`src/rtl/alu_pkg.sv`:
```
// Shared ALU definitions: opcode encodings, default result width and
// small helpers used by the ALU and by the result buffer.
package alu_pkg;

    // Default ALU result width
    parameter int ALU_DATA_W = 32;

    // Opcode encodings; every other 4-bit value is illegal
    typedef enum logic [3:0] {
        ALU_AND = 4'b0000,
        ALU_OR  = 4'b0001,
        ALU_XOR = 4'b0010,
        ALU_ADD = 4'b0011,
        ALU_SUB = 4'b0100
    } alu_op_e;

    // Event counters are 8 bits wide and stop at their maximum
    localparam int CNT_W = 8;

    // True for the five defined opcodes only
    function automatic logic is_legal_op(input logic [3:0] op);
        return (op == ALU_AND) || (op == ALU_OR) || (op == ALU_XOR) ||
               (op == ALU_ADD) || (op == ALU_SUB);
    endfunction

    // Increment that holds at all-ones instead of wrapping
    function automatic logic [CNT_W-1:0] sat_inc(input logic [CNT_W-1:0] v);
        return (v == {CNT_W{1'b1}}) ? v : v + {{(CNT_W-1){1'b0}}, 1'b1};
    endfunction

endpackage

```
`src/rtl/alu_result_buffer_if.sv`:
```
// Result bus between the ALU, the result buffer and its consumer.
//
// Handshake: the in_* side has no backpressure -- an entry is offered in
// every cycle in_valid is high and is either stored or dropped. On the
// out_* side an entry transfers on a rising edge where out_valid and
// out_ready are both high; out_valid never depends on out_ready, and the
// head fields stay stable while out_valid is high and no transfer occurs.
interface alu_result_buffer_if
    import alu_pkg::*;
#(
    parameter int DATA_W = ALU_DATA_W
);
    logic              in_valid;
    logic [DATA_W-1:0] in_data;
    logic              in_ovf;
    logic [3:0]        in_op;

    logic              out_valid;
    logic              out_ready;
    logic [DATA_W-1:0] out_data;
    logic              out_ovf;
    logic [3:0]        out_op;

    // Producer / consumer side (ALU plus downstream stage)
    modport master (
        output in_valid, in_data, in_ovf, in_op, out_ready,
        input  out_valid, out_data, out_ovf, out_op
    );

    // Buffer side
    modport slave (
        input  in_valid, in_data, in_ovf, in_op, out_ready,
        output out_valid, out_data, out_ovf, out_op
    );
endinterface

```
`src/rtl/sync_fifo.sv`:
```
// Single-clock show-ahead FIFO. DEPTH must be a power of two (>= 2) so the
// pointers wrap naturally. Storage is not reset; only pointers and count.
module sync_fifo #(
    parameter int WIDTH = 8,
    parameter int DEPTH = 4,
    localparam int AW = $clog2(DEPTH)
) (
    input  logic             clk,
    input  logic             rst_n,
    input  logic             push,
    input  logic [WIDTH-1:0] wdata,
    input  logic             pop,
    output logic [WIDTH-1:0] rdata,
    output logic             full,
    output logic             empty,
    output logic [AW:0]      count
);
    logic [WIDTH-1:0] mem [DEPTH];
    logic [AW-1:0]    wr_ptr;
    logic [AW-1:0]    rd_ptr;
    logic             push_ok;
    logic             pop_ok;

    // Qualify requests so a careless caller cannot over- or under-run
    always_comb begin
        pop_ok  = pop && !empty;
        push_ok = push && (!full || pop_ok);
    end

    // Pointer and occupancy update; a simultaneous push and pop keeps count
    always_ff @(posedge clk) begin
        if (!rst_n) begin
            wr_ptr <= '0;
            rd_ptr <= '0;
            count  <= '0;
        end else begin
            if (push_ok) wr_ptr <= wr_ptr + {{(AW-1){1'b0}}, 1'b1};
            if (pop_ok)  rd_ptr <= rd_ptr + {{(AW-1){1'b0}}, 1'b1};
            case ({push_ok, pop_ok})
                2'b10:   count <= count + {{AW{1'b0}}, 1'b1};
                2'b01:   count <= count - {{AW{1'b0}}, 1'b1};
                default: count <= count;
            endcase
        end
    end

    // Entry storage, written only on an accepted push
    always_ff @(posedge clk) begin
        if (push_ok) mem[wr_ptr] <= wdata;
    end

    // Show-ahead read and status flags derived from the occupancy register
    always_comb begin
        rdata = mem[rd_ptr];
        full  = (count == (AW+1)'(DEPTH));
        empty = (count == '0);
    end

endmodule

```
`src/rtl/alu_result_buffer.sv`:
```
// Buffers ALU results for a consumer that may stall. Illegal-opcode results
// and results arriving while full (with no pop) are dropped and counted;
// accepted overflowed results set a sticky flag and an overflow counter.
module alu_result_buffer
    import alu_pkg::*;
#(
    parameter int DEPTH  = 4,
    parameter int DATA_W = ALU_DATA_W,
    localparam int AW = $clog2(DEPTH)
) (
    input  logic             clk,
    input  logic             rst_n,
    alu_result_buffer_if.slave bus,
    input  logic             clr_sticky,
    output logic [AW:0]      count,
    output logic             full,
    output logic             empty,
    output logic             sticky_ovf,
    output logic [CNT_W-1:0] ovf_cnt,
    output logic [CNT_W-1:0] drop_cnt
);
    // Stored entry layout: {op, ovf, data}
    localparam int EW = DATA_W + 5;

    logic          legal;
    logic          pop;
    logic          push;
    logic          drop;
    logic [EW-1:0] wr_entry;
    logic [EW-1:0] head;

    // Accept/drop decision; a pop in the same cycle frees a slot when full
    always_comb begin
        legal    = is_legal_op(bus.in_op);
        pop      = !empty && bus.out_ready;
        push     = bus.in_valid && legal && (!full || pop);
        drop     = bus.in_valid && !push;
        wr_entry = {bus.in_op, bus.in_ovf, bus.in_data};
    end

    sync_fifo #(
        .WIDTH (EW),
        .DEPTH (DEPTH)
    ) u_fifo (
        .clk   (clk),
        .rst_n (rst_n),
        .push  (push),
        .wdata (wr_entry),
        .pop   (pop),
        .rdata (head),
        .full  (full),
        .empty (empty),
        .count (count)
    );

    // Head entry presented combinationally from storage
    always_comb begin
        bus.out_valid = !empty;
        bus.out_data  = head[DATA_W-1:0];
        bus.out_ovf   = head[DATA_W];
        bus.out_op    = head[DATA_W+4:DATA_W+1];
    end

    // Drop counter: saturates, reset wins over a same-cycle drop
    always_ff @(posedge clk) begin
        if (!rst_n) begin
            drop_cnt <= '0;
        end else if (drop) begin
            drop_cnt <= sat_inc(drop_cnt);
        end
    end

    // Overflow tracking: only stored entries count; an overflowed push
    // beats a same-cycle clear request
    always_ff @(posedge clk) begin
        if (!rst_n) begin
            ovf_cnt    <= '0;
            sticky_ovf <= 1'b0;
        end else if (push && bus.in_ovf) begin
            ovf_cnt    <= sat_inc(ovf_cnt);
            sticky_ovf <= 1'b1;
        end else if (clr_sticky) begin
            sticky_ovf <= 1'b0;
        end
    end

endmodule

```
`src/flat_wrapper.sv`:
```
// flat-port wrapper written by rule: the top's interface ports become plain ports
module alu_result_buffer_flat import alu_pkg::*;
#(
    parameter int DEPTH  = 4,
    parameter int DATA_W = ALU_DATA_W,
    localparam int AW = $clog2(DEPTH)
)
  (clk, rst_n, clr_sticky, count, full, empty, sticky_ovf, ovf_cnt, drop_cnt, bus_in_valid, bus_in_data, bus_in_ovf, bus_in_op, bus_out_ready, bus_out_valid, bus_out_data, bus_out_ovf, bus_out_op);
  alu_result_buffer_if #(.DATA_W(DATA_W)) bus_i ();
  input  logic clk;
  input  logic rst_n;
  input  logic clr_sticky;
  output logic [AW:0] count;
  output logic full;
  output logic empty;
  output logic sticky_ovf;
  output logic [CNT_W-1:0] ovf_cnt;
  output logic [CNT_W-1:0] drop_cnt;
  input wire logic [$bits(bus_i.in_valid)-1:0] bus_in_valid;
  input wire logic [$bits(bus_i.in_data)-1:0] bus_in_data;
  input wire logic [$bits(bus_i.in_ovf)-1:0] bus_in_ovf;
  input wire logic [$bits(bus_i.in_op)-1:0] bus_in_op;
  input wire logic [$bits(bus_i.out_ready)-1:0] bus_out_ready;
  output wire logic [$bits(bus_i.out_valid)-1:0] bus_out_valid;
  output wire logic [$bits(bus_i.out_data)-1:0] bus_out_data;
  output wire logic [$bits(bus_i.out_ovf)-1:0] bus_out_ovf;
  output wire logic [$bits(bus_i.out_op)-1:0] bus_out_op;
  assign bus_i.in_valid = bus_in_valid;
  assign bus_i.in_data = bus_in_data;
  assign bus_i.in_ovf = bus_in_ovf;
  assign bus_i.in_op = bus_in_op;
  assign bus_i.out_ready = bus_out_ready;
  assign bus_out_valid = bus_i.out_valid;
  assign bus_out_data = bus_i.out_data;
  assign bus_out_ovf = bus_i.out_ovf;
  assign bus_out_op = bus_i.out_op;
  alu_result_buffer #(.DEPTH(DEPTH), .DATA_W(DATA_W)) u_core (.clk(clk), .rst_n(rst_n), .bus(bus_i), .clr_sticky(clr_sticky), .count(count), .full(full), .empty(empty), .sticky_ovf(sticky_ovf), .ovf_cnt(ovf_cnt), .drop_cnt(drop_cnt));
endmodule
```
`config.mk`:
```
export PLATFORM = sky130hd
export DESIGN_NAME = alu_result_buffer_flat
export DESIGN_NICKNAME = d
export VERILOG_FILES = /design/src/rtl/alu_pkg.sv /design/src/rtl/alu_result_buffer_if.sv /design/src/rtl/sync_fifo.sv /design/src/rtl/alu_result_buffer.sv /design/src/flat_wrapper.sv
export SDC_FILE = /design/constraint.sdc
export NUM_CORES = 1
export LEC_CHECK = 0
export CAP_MARGIN = 15
export CELL_PAD_IN_SITES_DETAIL_PLACEMENT = 1
export CELL_PAD_IN_SITES_GLOBAL_PLACEMENT = 2
export CORE_UTILIZATION = 40
export CTS_BUF_LIST = sky130_fd_sc_hd__clkbuf_16
export CTS_CLUSTER_SIZE = 20
export DETAILED_ROUTE_END_ITERATION = 8
export HOLD_SLACK_MARGIN = 0.1
export MAX_ROUTING_LAYER = met4
export PLACE_DENSITY = 0.9
export REMOVE_ABC_BUFFERS = 1
export SLEW_MARGIN = 5
export SYNTH_ARGS = -nofsm -noshare
export SYNTH_HDL_FRONTEND = slang
export SYNTH_HIERARCHICAL = 1
export SYNTH_SLANG_ARGS = --single-unit
export TNS_END_PERCENT = 20
```
`constraint.sdc`:
```
create_clock -name clk -period 3.8 [get_ports clk]
set_input_delay 1.14 -clock clk [delete_from_list [all_inputs] [get_ports clk]]
set_output_delay 1.14 -clock clk [all_outputs]
set_load 0.01 [all_outputs]
```
==> results.ini <==
[yosys]
synthFlopType = edfxtp_1
async_reset_ff_frac = 0
avgSynthCellArea_sq_um = 18.9
syn-cell-area_sq_mm = 0.00679
synthCells = 360
yosys.cell_types.count = 45
ys_ff_latch = 174
synth_edf_count = 148
synth-seq-area-share = 0.731
yosysWarnings = 6

[clock_tree]
htreeDepth = 4
postCtsSetupBuffers = 0
cts_buffers = 17
clk_pin_slew_worst_paths_ns = 0.07
cts_buffer_depth = 2
cts-resized-gates = 0
cts_hold_buf = 0
cts_tree = built
cts.sinks = 174
insertion_delay_ns = 0.42
cts_root_buf = clkbuf_16

[pwr]
p_leak_nw = 2.75
internal_power_mw = 3.07
p_seq_frac = 0.535
vdd_ir_drop_max_v = 0.000320
powerDensity_mw_per_mm2 = 453
total_power_mw = 3.94
p_clk_frac = 0.418
p_comb_frac = 0.046
netSwitchingFraction = 0.221
power.switching_mw = 0.871

[sta]
skew_ns = 0.00449
setup_viol = 0
tightest_slew_ns = 0.721
holdWs_ns = 0.502
rsz0062_at_grt = false
finalCriticalPeriod_ns = 3.56
worst_slack_ns = 0.244
min_period_over_period = 0.936
final_hold_viol_count = 0
clock.fmax_mhz = 281
drv_slew = 0
max_slew_margin = 0.518

[route]
wirelength_um = 13700
drtIter0Drc = 231
avgRoutedWirePerCell_um = 19.3
ant_nets = 0
drt_first_pass_iters = 4
vias = 3677
avgViaCountPerCell = 5.19
drcViolationCount = 0

[setup_path]
end_kind = output port
path_cells = buf_4 > mux4_2 > clkdlybuf4s50_1
crit_arrival_ns = 2.42
crit_required_ns = 2.66
startpoint_type = register
cp_slowest_cell = dfxtp_2
critPathKind = register to output port
max_stage_delay_ns = 0.63
worst-path-max-fanout = 12

[layout]
final_area_sq_mm = 0.00869
final_cell_mix = edfxtp_1, clkdlybuf4s50_1, mux4_2
area_growth_syn_to_layout_pct = 28.0
diodes = 0
drive_gt1_frac = 0.186
nNetsFinal = 525
layout_commonest_cell = edfxtp_1
instances_no_fill = 709

[hold_path]
hold_path_class = register to register

[global_route]
grt_overflow = 0
grt_max_degree = 38
antenna_found_initial = 0
grt_pass1_vias = 3925
grt_first_pass_wirelength_um = 21700
grtUsageTotal = 0.172

[die]
die_h_um = 132
initial_core_util = 0.409
design.die.area_sq_mm = 0.0175
die_x_um = 132
core-area_sq_mm = 0.0166
ios = 102
rows = 47

[placement]
gp_congestion = 0.776
dp_hpwl_um = 8930
dp_cells = 677
dpl_worst_slack_ns = 0.175
dpl_cell_area_sq_mm = 0.00812
numPortBuffers = 101

[job]
drv_cap = 0

[status]
status = completed

==> state kept, by name, summed over array words and instances, names as in the netlist, named ones only <==
name and cells:
u_core/sticky_ovf 1, u_core/u_fifo/wr_ptr 2, u_core/u_fifo/mem 148, u_core/ovf_cnt 8, u_core/u_fifo/count 3, u_core/u_fifo/rd_ptr 2
u_core/drop_cnt 8
==> area by class of cell <==
| cell class | count | area (sq um) |
|---|---|---|
| inverters | 12 | 45.0 |
| multi-input cells | 160 | 1690 |
| flip-flops and latches | 174 | 4970 |
| clock buffers | 17 | 425 |
| well taps | 220 | 275 |
| repair buffers | 111 | 1150 |
| fillers | 1551 | 7890 |
| clock inverters | 15 | 144 |
==> path summary, 6_finish.rpt <==
path | startpoint | to | slack [ns] | cells past startpoint
setup / recovery | register | bus_out_data[8] | 0.24 | 3
hold / removal | u_core/sticky_ovf$_SDFFE_PN0P_ | u_core/sticky_ovf$_SDFFE_PN0P_ | 0.50 | 2
setup reg to reg | u_core/u_fifo/count[0]$_SDFFE_PN0P_ | u_core/u_fifo/count[2]$_SDFFE_PN0P_ | 1.17 | 9
hold reg to reg | u_core/sticky_ovf$_SDFFE_PN0P_ | u_core/sticky_ovf$_SDFFE_PN0P_ | 0.50 | 2
==> through the flow <==
step | util | TNS (ns)
3_5_place_dp | 0.490 | 0
3_3_place_gp | 0.490 | 0
6_report | 0.524 | 0
4_1_cts | 0.524 | 0
2_1_floorplan | - | -66.09
5_1_grt | 0.524 | 0
==> per-layer routing <==
metal / up-vias / GRT usage / wire length, um
li1: 1684 / - / -
met1: 1876 / 0.210 / 5970
met2: 104 / 0.285 / 6970
met3: 13 / 0.0411 / 629
met4: 0 / 0.0517 / 124
met5: - / - / 0
==> cells in the mapped netlist (4+ instances only) <==
cell / n / share of area
nand3_1: 5 / 0.0037
nor3_1: 4 / 0.0029
inv_1: 12 / 0.0066
nor2_1: 6 / 0.0033
mux4_2: 37 / 0.12
ha_1: 6 / 0.011
edfxtp_1: 148 / 0.65
nand2_1: 16 / 0.0088
or4_1: 6 / 0.0066
dfxtp_1: 26 / 0.077
buf_2: 5 / 0.0037
nand2b_1: 4 / 0.0037
buf_6: 5 / 0.0083
and2_1: 11 / 0.010
o31ai_1: 7 / 0.0077
a21oi_1: 13 / 0.0096
mux2i_1: 6 / 0.0088
o21ai_0: 5 / 0.0037
or3_1: 4 / 0.0037
==> power groups by stage <==
stage | clock, mW | sequential, mW | combinational (mW)
after CTS | 1.69 | 2.11 | 0.186
final | 1.65 | 2.11 | 0.182
after global routing | 1.77 | 2.11 | 0.197
after floorplan | 0 | 2.15 | 0.0577
after global placement | 0 | 2.15 | 0.176
after detailed placement | 0 | 2.15 | 0.185
==> worst max-delay path, delay by kind of cell (launching register included) <==
family                 cells  cell delay [ns]
muxes                      1             0.54
buffers and inverters      2             0.82
DFF                        1             0.63
==> cell families (layout without fill, tap and decap cells) <==
| family | count (synthesis) | in the layout | synth area share |
|---|---|---|---|
| AO/OA/AOI/OAI | 38 | 38 | 0.0389 |
| XOR/XNOR | 5 | 5 | 0.00645 |
| adder cells (fa/ha/maj) | 7 | 7 | 0.0140 |
| buffers and inverters | 26 | 155 | 0.0216 |
| flip-flops | 174 | 174 | 0.731 |
| multiplexers | 43 | 43 | 0.132 |
| AND/OR/NAND/NOR | 67 | 67 | 0.0564 |
(Power assumes the default switching activity.)
